### src/rtl/seg_display_driver_if.sv
// Bundle between the calculator result producer and the 6-digit display driver.
interface seg_display_driver_if;
  logic [15:0] value;
  logic        sign;
  logic        hex_mode;
  logic        busy;
  logic [5:0]  an;
  logic [6:0]  seg;

  modport master (
    output value, sign, hex_mode,
    input  busy, an, seg
  );

  modport slave (
    input  value, sign, hex_mode,
    output busy, an, seg
  );
endinterface

### src/rtl/seg_display_driver.sv
// Converts a 16-bit magnitude to BCD (double dabble) or raw hex, and scans it
// onto a 6-digit common-anode 7-segment display with the sign on digit 5.
module seg_display_driver #(
  parameter int SCAN_DIV = 250
) (
  input logic clk_prs,
  input logic reset,
  seg_display_driver_if.slave bus
);

  localparam int PW = $clog2(SCAN_DIV) + 1;

  localparam logic [6:0] SEG_BLANK = 7'b1111111;
  localparam logic [6:0] SEG_MINUS = 7'b0111111;

  typedef enum logic [1:0] {IDLE, CONVERT, UPDATE} state_t;

  state_t      state;
  state_t      state_next;
  logic        capture;
  logic        shift_en;
  logic        load_disp;

  logic [15:0] snap_value;
  logic        snap_sign;
  logic        snap_hex;
  logic        snap_valid;

  logic [15:0] shreg;
  logic [19:0] bcd;
  logic [19:0] bcd_adj;
  logic [3:0]  bit_cnt;

  logic [6:0]  disp      [6];
  logic [6:0]  disp_next [6];
  logic        leading;

  logic [PW-1:0] presc;
  logic [2:0]    idx;
  logic [2:0]    idx_next;
  logic [5:0]    an_r;
  logic [6:0]    seg_r;

  function automatic logic [6:0] seg_code(input logic [3:0] n);
    case (n)
      4'h0:    seg_code = 7'b1000000;
      4'h1:    seg_code = 7'b1111001;
      4'h2:    seg_code = 7'b0100100;
      4'h3:    seg_code = 7'b0110000;
      4'h4:    seg_code = 7'b0011001;
      4'h5:    seg_code = 7'b0010010;
      4'h6:    seg_code = 7'b0000010;
      4'h7:    seg_code = 7'b1111000;
      4'h8:    seg_code = 7'b0000000;
      4'h9:    seg_code = 7'b0010000;
      4'hA:    seg_code = 7'b0001000;
      4'hB:    seg_code = 7'b0000011;
      4'hC:    seg_code = 7'b1000110;
      4'hD:    seg_code = 7'b0100001;
      4'hE:    seg_code = 7'b0000110;
      4'hF:    seg_code = 7'b0001110;
      default: seg_code = SEG_BLANK;
    endcase
  endfunction

  // FSM state register
  always_ff @(posedge clk_prs or posedge reset) begin
    if (reset) state <= IDLE;
    else       state <= state_next;
  end

  // Next-state and control strobes; a new snapshot is taken only from IDLE
  always_comb begin
    state_next = state;
    capture    = 1'b0;
    shift_en   = 1'b0;
    load_disp  = 1'b0;
    case (state)
      IDLE: begin
        if (!snap_valid || (bus.value != snap_value) ||
            (bus.sign != snap_sign) || (bus.hex_mode != snap_hex)) begin
          capture    = 1'b1;
          state_next = CONVERT;
        end
      end
      CONVERT: begin
        shift_en = 1'b1;
        if (bit_cnt == 4'd15) state_next = UPDATE;
      end
      UPDATE: begin
        load_disp  = 1'b1;
        state_next = IDLE;
      end
      default: state_next = IDLE;
    endcase
  end

  assign bus.busy = (state != IDLE);

  // Add 3 to every BCD nibble that is 5 or more before the shift
  always_comb begin
    bcd_adj = bcd;
    for (int i = 0; i < 5; i++) begin
      if (bcd[4*i +: 4] >= 4'd5) bcd_adj[4*i +: 4] = bcd[4*i +: 4] + 4'd3;
    end
  end

  // Snapshot capture and the double-dabble shift datapath
  always_ff @(posedge clk_prs or posedge reset) begin
    if (reset) begin
      snap_value <= '0;
      snap_sign  <= 1'b0;
      snap_hex   <= 1'b0;
      snap_valid <= 1'b0;
      shreg      <= '0;
      bcd        <= '0;
      bit_cnt    <= '0;
    end else if (capture) begin
      snap_value <= bus.value;
      snap_sign  <= bus.sign;
      snap_hex   <= bus.hex_mode;
      snap_valid <= 1'b1;
      shreg      <= bus.value;
      bcd        <= '0;
      bit_cnt    <= '0;
    end else if (shift_en) begin
      bcd     <= {bcd_adj[18:0], shreg[15]};
      shreg   <= {shreg[14:0], 1'b0};
      bit_cnt <= bit_cnt + 4'd1;
    end
  end

  // Frame contents to load: hex nibbles, or BCD with leading-zero blanking and sign
  always_comb begin
    leading = 1'b1;
    for (int i = 0; i < 6; i++) disp_next[i] = SEG_BLANK;
    if (snap_hex) begin
      for (int i = 0; i < 4; i++) disp_next[i] = seg_code(snap_value[4*i +: 4]);
    end else begin
      disp_next[0] = seg_code(bcd[3:0]);
      for (int i = 4; i >= 1; i--) begin
        if (bcd[4*i +: 4] != 4'd0) leading = 1'b0;
        if (!leading) disp_next[i] = seg_code(bcd[4*i +: 4]);
      end
      if (!snap_sign) disp_next[5] = SEG_MINUS;
    end
  end

  // Display registers change only in UPDATE so the scan never sees a partial frame
  always_ff @(posedge clk_prs or posedge reset) begin
    if (reset) begin
      for (int i = 0; i < 6; i++) disp[i] <= SEG_BLANK;
    end else if (load_disp) begin
      for (int i = 0; i < 6; i++) disp[i] <= disp_next[i];
    end
  end

  assign idx_next = (idx == 3'd5) ? 3'd0 : idx + 3'd1;

  // Free-running digit scan; an, seg and the index all move on the prescaler wrap
  always_ff @(posedge clk_prs or posedge reset) begin
    if (reset) begin
      presc <= '0;
      idx   <= '0;
      an_r  <= '1;
      seg_r <= SEG_BLANK;
    end else if (presc == PW'(SCAN_DIV - 1)) begin
      presc <= '0;
      idx   <= idx_next;
      an_r  <= ~(6'b000001 << idx_next);
      seg_r <= disp[idx_next];
    end else begin
      presc <= presc + PW'(1);
    end
  end

  assign bus.an  = an_r;
  assign bus.seg = seg_r;

endmodule

### src/flat_wrapper.sv
// flat-port wrapper written by rule: the top's interface ports become plain ports
module seg_display_driver_flat 
#(
  parameter int SCAN_DIV = 250
)
  (clk_prs, reset, bus_value, bus_sign, bus_hex_mode, bus_busy, bus_an, bus_seg);
  seg_display_driver_if bus_i ();
  input logic clk_prs;
  input logic reset;
  input wire logic [$bits(bus_i.value)-1:0] bus_value;
  input wire logic [$bits(bus_i.sign)-1:0] bus_sign;
  input wire logic [$bits(bus_i.hex_mode)-1:0] bus_hex_mode;
  output wire logic [$bits(bus_i.busy)-1:0] bus_busy;
  output wire logic [$bits(bus_i.an)-1:0] bus_an;
  output wire logic [$bits(bus_i.seg)-1:0] bus_seg;
  assign bus_i.value = bus_value;
  assign bus_i.sign = bus_sign;
  assign bus_i.hex_mode = bus_hex_mode;
  assign bus_busy = bus_i.busy;
  assign bus_an = bus_i.an;
  assign bus_seg = bus_i.seg;
  seg_display_driver #(.SCAN_DIV(SCAN_DIV)) u_core (.clk_prs(clk_prs), .reset(reset), .bus(bus_i));
endmodule
### config.mk
export PLATFORM = sky130hd
export DESIGN_NAME = seg_display_driver_flat
export DESIGN_NICKNAME = d
export VERILOG_FILES = /design/src/rtl/seg_display_driver_if.sv /design/src/rtl/seg_display_driver.sv /design/src/flat_wrapper.sv
export SDC_FILE = /design/constraint.sdc
export NUM_CORES = 1
export LEC_CHECK = 0
export ABC_AREA = 1
export CORE_ASPECT_RATIO = 1.2
export CORE_MARGIN = 3
export CORE_UTILIZATION = 59
export DETAILED_ROUTE_END_ITERATION = 8
export DONT_BUFFER_PORTS = 1
export PLACE_DENSITY = 0.77
export SYNTH_ARGS = -nofsm -noshare
export SYNTH_HDL_FRONTEND = slang
export SYNTH_SLANG_ARGS = --single-unit
### constraint.sdc
create_clock -name clk_prs -period 3.65 [get_ports clk_prs]
set_input_delay 0.73 -clock clk_prs [delete_from_list [all_inputs] [get_ports clk_prs]]
set_output_delay 0.73 -clock clk_prs [all_outputs]
set_load 0.01 [all_outputs]
# After elaboration in Yosys (flattened, before gate mapping)
# Memory sizes are Yosys's and may differ from the RTL's.
# Cells that the tools add are included.
word_totals:
  register_bits: 128
  mem_bits_ro: 1008
  in_bits: 20
  output_inout_bits: 14
  wordCells: 104
  mem_count: 9
mem_list:
  columns: ["memory", "depth", "word_bits", "read_ports", "rd_clocked_by_memory_dff", "wr", "line", "rtl"]
  rows:
  - ["(name not given)", 16, 7, 1, 0, 0, "seg_display_driver.sv:45", "case (n)"]
  - ["(name not given)", 16, 7, 1, 0, 0, "seg_display_driver.sv:45", null]
  - ["(name not given)", 16, 7, 1, 0, 0, "seg_display_driver.sv:45", null]
  - ["(name not given)", 16, 7, 1, 0, 0, "seg_display_driver.sv:45", null]
  - ["(name not given)", 16, 7, 1, 0, 0, "seg_display_driver.sv:45", null]
  - ["(name not given)", 16, 7, 1, 0, 0, "seg_display_driver.sv:45", null]
  - ["3 more memories", null, null, null, null, null, null, null]
op_classes:
  add_sub_neg: 8
  magnitude_cmp: 6
  eq_ne: 10
  shift: 1
  muxes: 38
  bitwise: 2
  n_reduce_logical: 12
ops:
  columns: ["cell", "n"]
  rows:
  - ["two-way mux 7 bit", 7]
  - ["two-way mux 20 bit", 2]
  - ["two-way mux 16 bit", 2]
  - ["two-way mux 28 bit", 1]
  - ["two-way mux 4 bit", 6]
  - ["binary-select mux 7 bit (select 3 bit)", 1]
  - [">= comparator 4 x 3 -> 1 bit, second input constant", 5]
  - ["adder 4 x 2 -> 4 bit, second input constant", 4]
  - ["!= test 16 bit", 1]
  - ["nonzero test 4 bit", 4]
  - ["two-way mux 14 bit", 1]
  - ["two-way mux 1 bit", 12]
  - ["adder 9 x 1 -> 9 bit, second input constant", 1]
  - ["equality test 9 x 8 -> 1 bit, second input constant", 1]
  - ["two-way mux 9 bit", 1]
  - ["two-way mux 3 bit", 2]
  - ["inverter 6 bit", 1]
  - ["<< shifter 1 x 3 -> 6 bit, first input constant", 1]
  - ["adder 4 x 1 -> 4 bit, second input constant", 1]
  - ["equality test 4 bit, second input constant", 1]
  - [">= comparator 4 bit, second input constant", 1]
  - ["two-way mux 2 bit", 2]
  - ["!= test 2 x 1 -> 1 bit, second input constant", 2]
  - ["inverter 3 -> 4 bit", 1]
  - ["12 further kinds", 16]

# Longest topological paths before layout
depth:
  word_depth: 11
  mapped_depth: 13
  ltp_nobuf: 11

# Worst setup path before layout
# Ideal clock, no wire load.
synth_timing:
  kind: "register -> output"
  start: "register u_core.state[1]"
  end: "output bus_busy"
  arrival_time_ps: 1244
  t_required_ps: 2920
  slack_ps: 1676
  path_stages_with_launch: 4
  n_path_buf: 1
  cell_sequence: "dfrtp_1 -> nor2_1 -> buf_2 -> inv_1"
synth_via:
  elab_chain_cells: 1
synth_rtl:
  columns: ["item", "line", "rtl"]
  rows:
  - ["from (decl)", "seg_display_driver.sv:18", "state_t state;"]
  - ["from (signal assigned)", "seg_display_driver.sv:69", "else state <= state_next;"]
  - ["nonzero test 2 bit", "seg_display_driver.sv:98", "assign bus.busy = (state != IDLE);"]
  - ["to (decl)", "flat_wrapper.sv:13", "output wire logic [$bits(bus_i.busy)-1:0] bus_busy;"]
# Every way passes these cells.

# Worst setup path after layout
layout_timing:
  start: "register u_core.snap_value[3]"
  end: "register u_core.state[0]"
layout_via:
  elab_chain_cells: 6
layout_rtl:
  columns: ["item", "line", "rtl"]
  rows:
  - ["from (decl)", "seg_display_driver.sv:24", "logic [15:0] snap_value;"]
  - ["from (signal assigned)", "seg_display_driver.sv:119", "snap_value <= bus.value;"]
  - ["!= test 16 bit", "seg_display_driver.sv:80", "if (!snap_valid || (bus.value != snap_value) ||"]
  - ["logical OR 1 bit (2 in a row)", "seg_display_driver.sv:80", null]
  - ["logical OR 1 bit", "seg_display_driver.sv:81", "(bus.sign != snap_sign) || (bus.hex_mode != snap_hex)) begin"]
  - ["!= test 2 x 1 -> 1 bit (no source line)", null, null]
  - ["AND reduction 2 bit (no source line)", null, null]
# Every way passes these cells.
# A chain may end at the register's enable or synchronous reset.

==> metrics <==
clk buf depth 2; Mapped Avg Cell Area 7.49 um^2; Hold WS around 0.2 ns; Unique masters post-synth 54; drt drc 0; CP startpoint kind flop; Yosys top cell area share a little over a fifth; worst-path cell chain inv_1, nand2_1, nand2_1, nor2_1, nand2_1, nor2_2, nand3_4, nand2_8, o21ai_0; cell internal power dissipation 4.28 mW; cell area after synthesis 8370 um^2; final worst path period need 2.21 ns; Yosys warning count 0; layout cells sized above 1 between 10% and 20%; Max FO, Critical Path 64; syn_nets approximately 1.2k; slowest CP cell dfrtp_1; WL met1 between 8000 and 9000 um; post-synthesis simple-gate area fraction between 20% and 30%; Main synth FF type dfrtp_1; Clk pin slew, worst setup/hold paths ~0.060 ns; Worst path max stage delay approximately 0.53 ns; multiplexer share of the synthesized area 0%; Final nets ~1.2k; VDD IR max 0.000514 V; count leader, synth nand2_1; Yosys reg bits between 100 and 150; antenna viol nets, final 0; skew final about 0.0091 ns; Die X 115 um; Ports 34; fin. max-slew vios 0; Max transition margin roughly 22%; Critical Path End Type flop; Highest Signal Layer met4; Buffers on Ports 0; post-synth top area cell dfrtp_1; Ant. Diodes 0; PD cells just under 900 nW/um^2; grt total ovfl 0; worst skew pair latency 0.43 ns; antenna violations before repair 0; area of the core between 10000 and 15000 um^2; FMAX 453 MHz; die area 15700 um^2; Switch Pwr 3.47 mW; Crit Path Class reg -> reg; Starting Density between 60% and 70%; routed wl met2 9540 um; Lkg Pwr between 4 and 5 nW; clock sinks between 100 and 150; Post-CTS Repair Setup Buffers 0; Synth Area in Adders approximately 8.5%; largest net degree at the start of global routing 71; Vias/cell ~5.7; Post-Synth XOR/XNOR Area less than 1%; final design utilization between 60 and 70%; drt initial violations between 500 and 600; CP delay by family, top simple AND/OR/NAND/NOR gates; Synth Instances approximately 1.1k; Place WS between 1 and 1.5 ns; # setup viols final 0; status finished clean; HPWL Detailed about 14000 um; Seq pwr share 34.4%; total of max-cap violations 0; Hold Crit Class in -> async; GRT Overall Usage between 20% and 30%; Seq/Total Area, Yosys 37.2%; RSZ-0062 raised after global routing no; Worst Path Buf+Inv 1; drt pass-1 iters 6; Pwr Total 7.75 mW; Area Growth Syn to Fin 6.95%; # resized after CTS 0; clock share of power between 20% and 30%; htree depth 4; length of routed met3 wiring between 1000 and 1500 um; Comb power frac 44.1%; cts hold-fix bufs 0; setup TNS 0 ns; CTS buffer count 17; Sw Share 44.8%; Synth top cells by count nand2_1, inv_1, nand3_1, o21ai_0, nor2_1; compound-gate portion of the synthesized area approximately 16%; CTS tree built; ys async rst share between 90% and 100%; Via Count 7249; crit share post-route between 60% and 70%; root buf cell clkbuf_16; Final Hold Viols 0; final WL approximately 19000 um; worst path required time around 3.9 ns; crit path DAT ~2.5 ns; synth top area cells dfrtp_1, dfstp_2, nand2_1, ha_1, nand3_1; Std-Cell Rows 47; Post-synth EDFFs 0; Die Span Y around 140 um; post-route setup slack ~1.4 ns; vias in the first global route 6780; WL/cell approximately 15 um; slew at the pin closest to its max-slew limit around 1.2 ns; first-pass GRT wire length around 32000 um; largest family of logic cells by synthesized area simple AND/OR/NAND/NOR gates; CP dominant cell by count nand2_1; GP Congestion around 0.87
## layout by cell type, fill, tap and decap left out, types with 4 or more instances in the layout
master     Yosys  final
inv_1        105    104
buf_4          2     10
nor2_1        93     93
a31oi_1       24     24
o211ai_1      18     18
clkbuf_16      0     18
clkinv_1       6      6
nand3_1       96     96
nor2_2         4      4
nand3_2       19     19
nor3_1        12     12
dfstp_2       49     49
o31ai_1        5      5
ha_1          57     57
clkinv_4       0      5
dfrtp_1       73     73
nand2_1      283    283
o21ai_2        9      9
xor2_1         9      9
o21ai_0       94     94
a21oi_1       62     62
inv_2          8      8
## layer usage
layer / up-vias / global-route usage, %
met5: - / 0
met1: 3349 / 32.4
li1: 3657 / -
met2: 205 / 43.0
met3: 38 / 6.41
met4: 0 / 9.78
## path summary, 6_finish.rpt
kind | from | to | slack [ns] | cells past startpoint
max | u_core.snap_value[3] | u_core.state[0] | 1.44 | 9
max reg2reg | u_core.snap_value[3] | u_core.state[0] | 1.44 | 9
min reg2reg | u_core.idx[2] | u_core.bus.an[0] | 0.44 | 1
max in group asynchronous | reset | u_core.disp[32] | 2.65 | 2
min in group clk_prs | u_core.idx[2] | u_core.bus.an[0] | 0.44 | 1
min | reset | u_core.presc[2] | 0.20 | 1
## flip-flops by register name (all words and copies together), names as in the netlist
register           flops
u_core.snap_hex        1
u_core.disp           36
u_core.bus.seg         7
u_core.bit_cnt         4
u_core.bcd            20
u_core.idx             3
u_core.snap_valid      1
u_core.snap_sign       1
u_core.state           2
u_core.bus.an          6
u_core.presc           9
u_core.snap_value     16
u_core.shreg          16
## metrics by stage
stage / area, um^2 / std cells
finish: 8950 / 1279
global route: 8950 / 1279
CTS: 8950 / 1279
detailed placement: 8360 / 1247
global placement: 8360 / 1247
floorplan: 8370 / 1117
## power groups by stage
stage | Combinational (mW) | Clock, mW | Sequential [mW]
after floorplan | 3.06 | 0 | 2.32
after global placement | 3.33 | 0 | 2.65
after global routing | 3.96 | 1.75 | 2.76
after CTS | 3.42 | 1.68 | 2.65
after detailed placement | 3.39 | 0 | 2.67
final | 3.42 | 1.66 | 2.67
## final cells by class
type / count / area, um^2
Multi-Input combinational cell: 823 / 4480
Timing Repair Buffer: 11 / 95.1
Tap cell: 171 / 214
Sequential cell: 122 / 3110
Clock buffer: 21 / 482
Clock inverter: 11 / 111
Inverter: 120 / 457
Fill cell: 1211 / 4870
## worst register-to-register path, cell delays in order, from the launching register on
cell and delay [ns]:
dfrtp_1 0.53, inv_1 0.20, nand2_1 0.10, nand2_1 0.05, nor2_1 0.10, nand2_1 0.08, nor2_2 0.13, nand3_4 0.21
nand2_8 0.42, o21ai_0 0.22
## cells by family (layout without fill, tap and decap cells)
logic type                 Yosys count  count (layout)
AOI/OAI and AO/OA                  236             236
xor gates and xnor gates             9               9
adders and majority gates           57              57
buffers and inverters              172             163
DFF                                122             122
and+or+nand+nor                    521             521
Note: power is estimated with default switching activity, not from simulation.
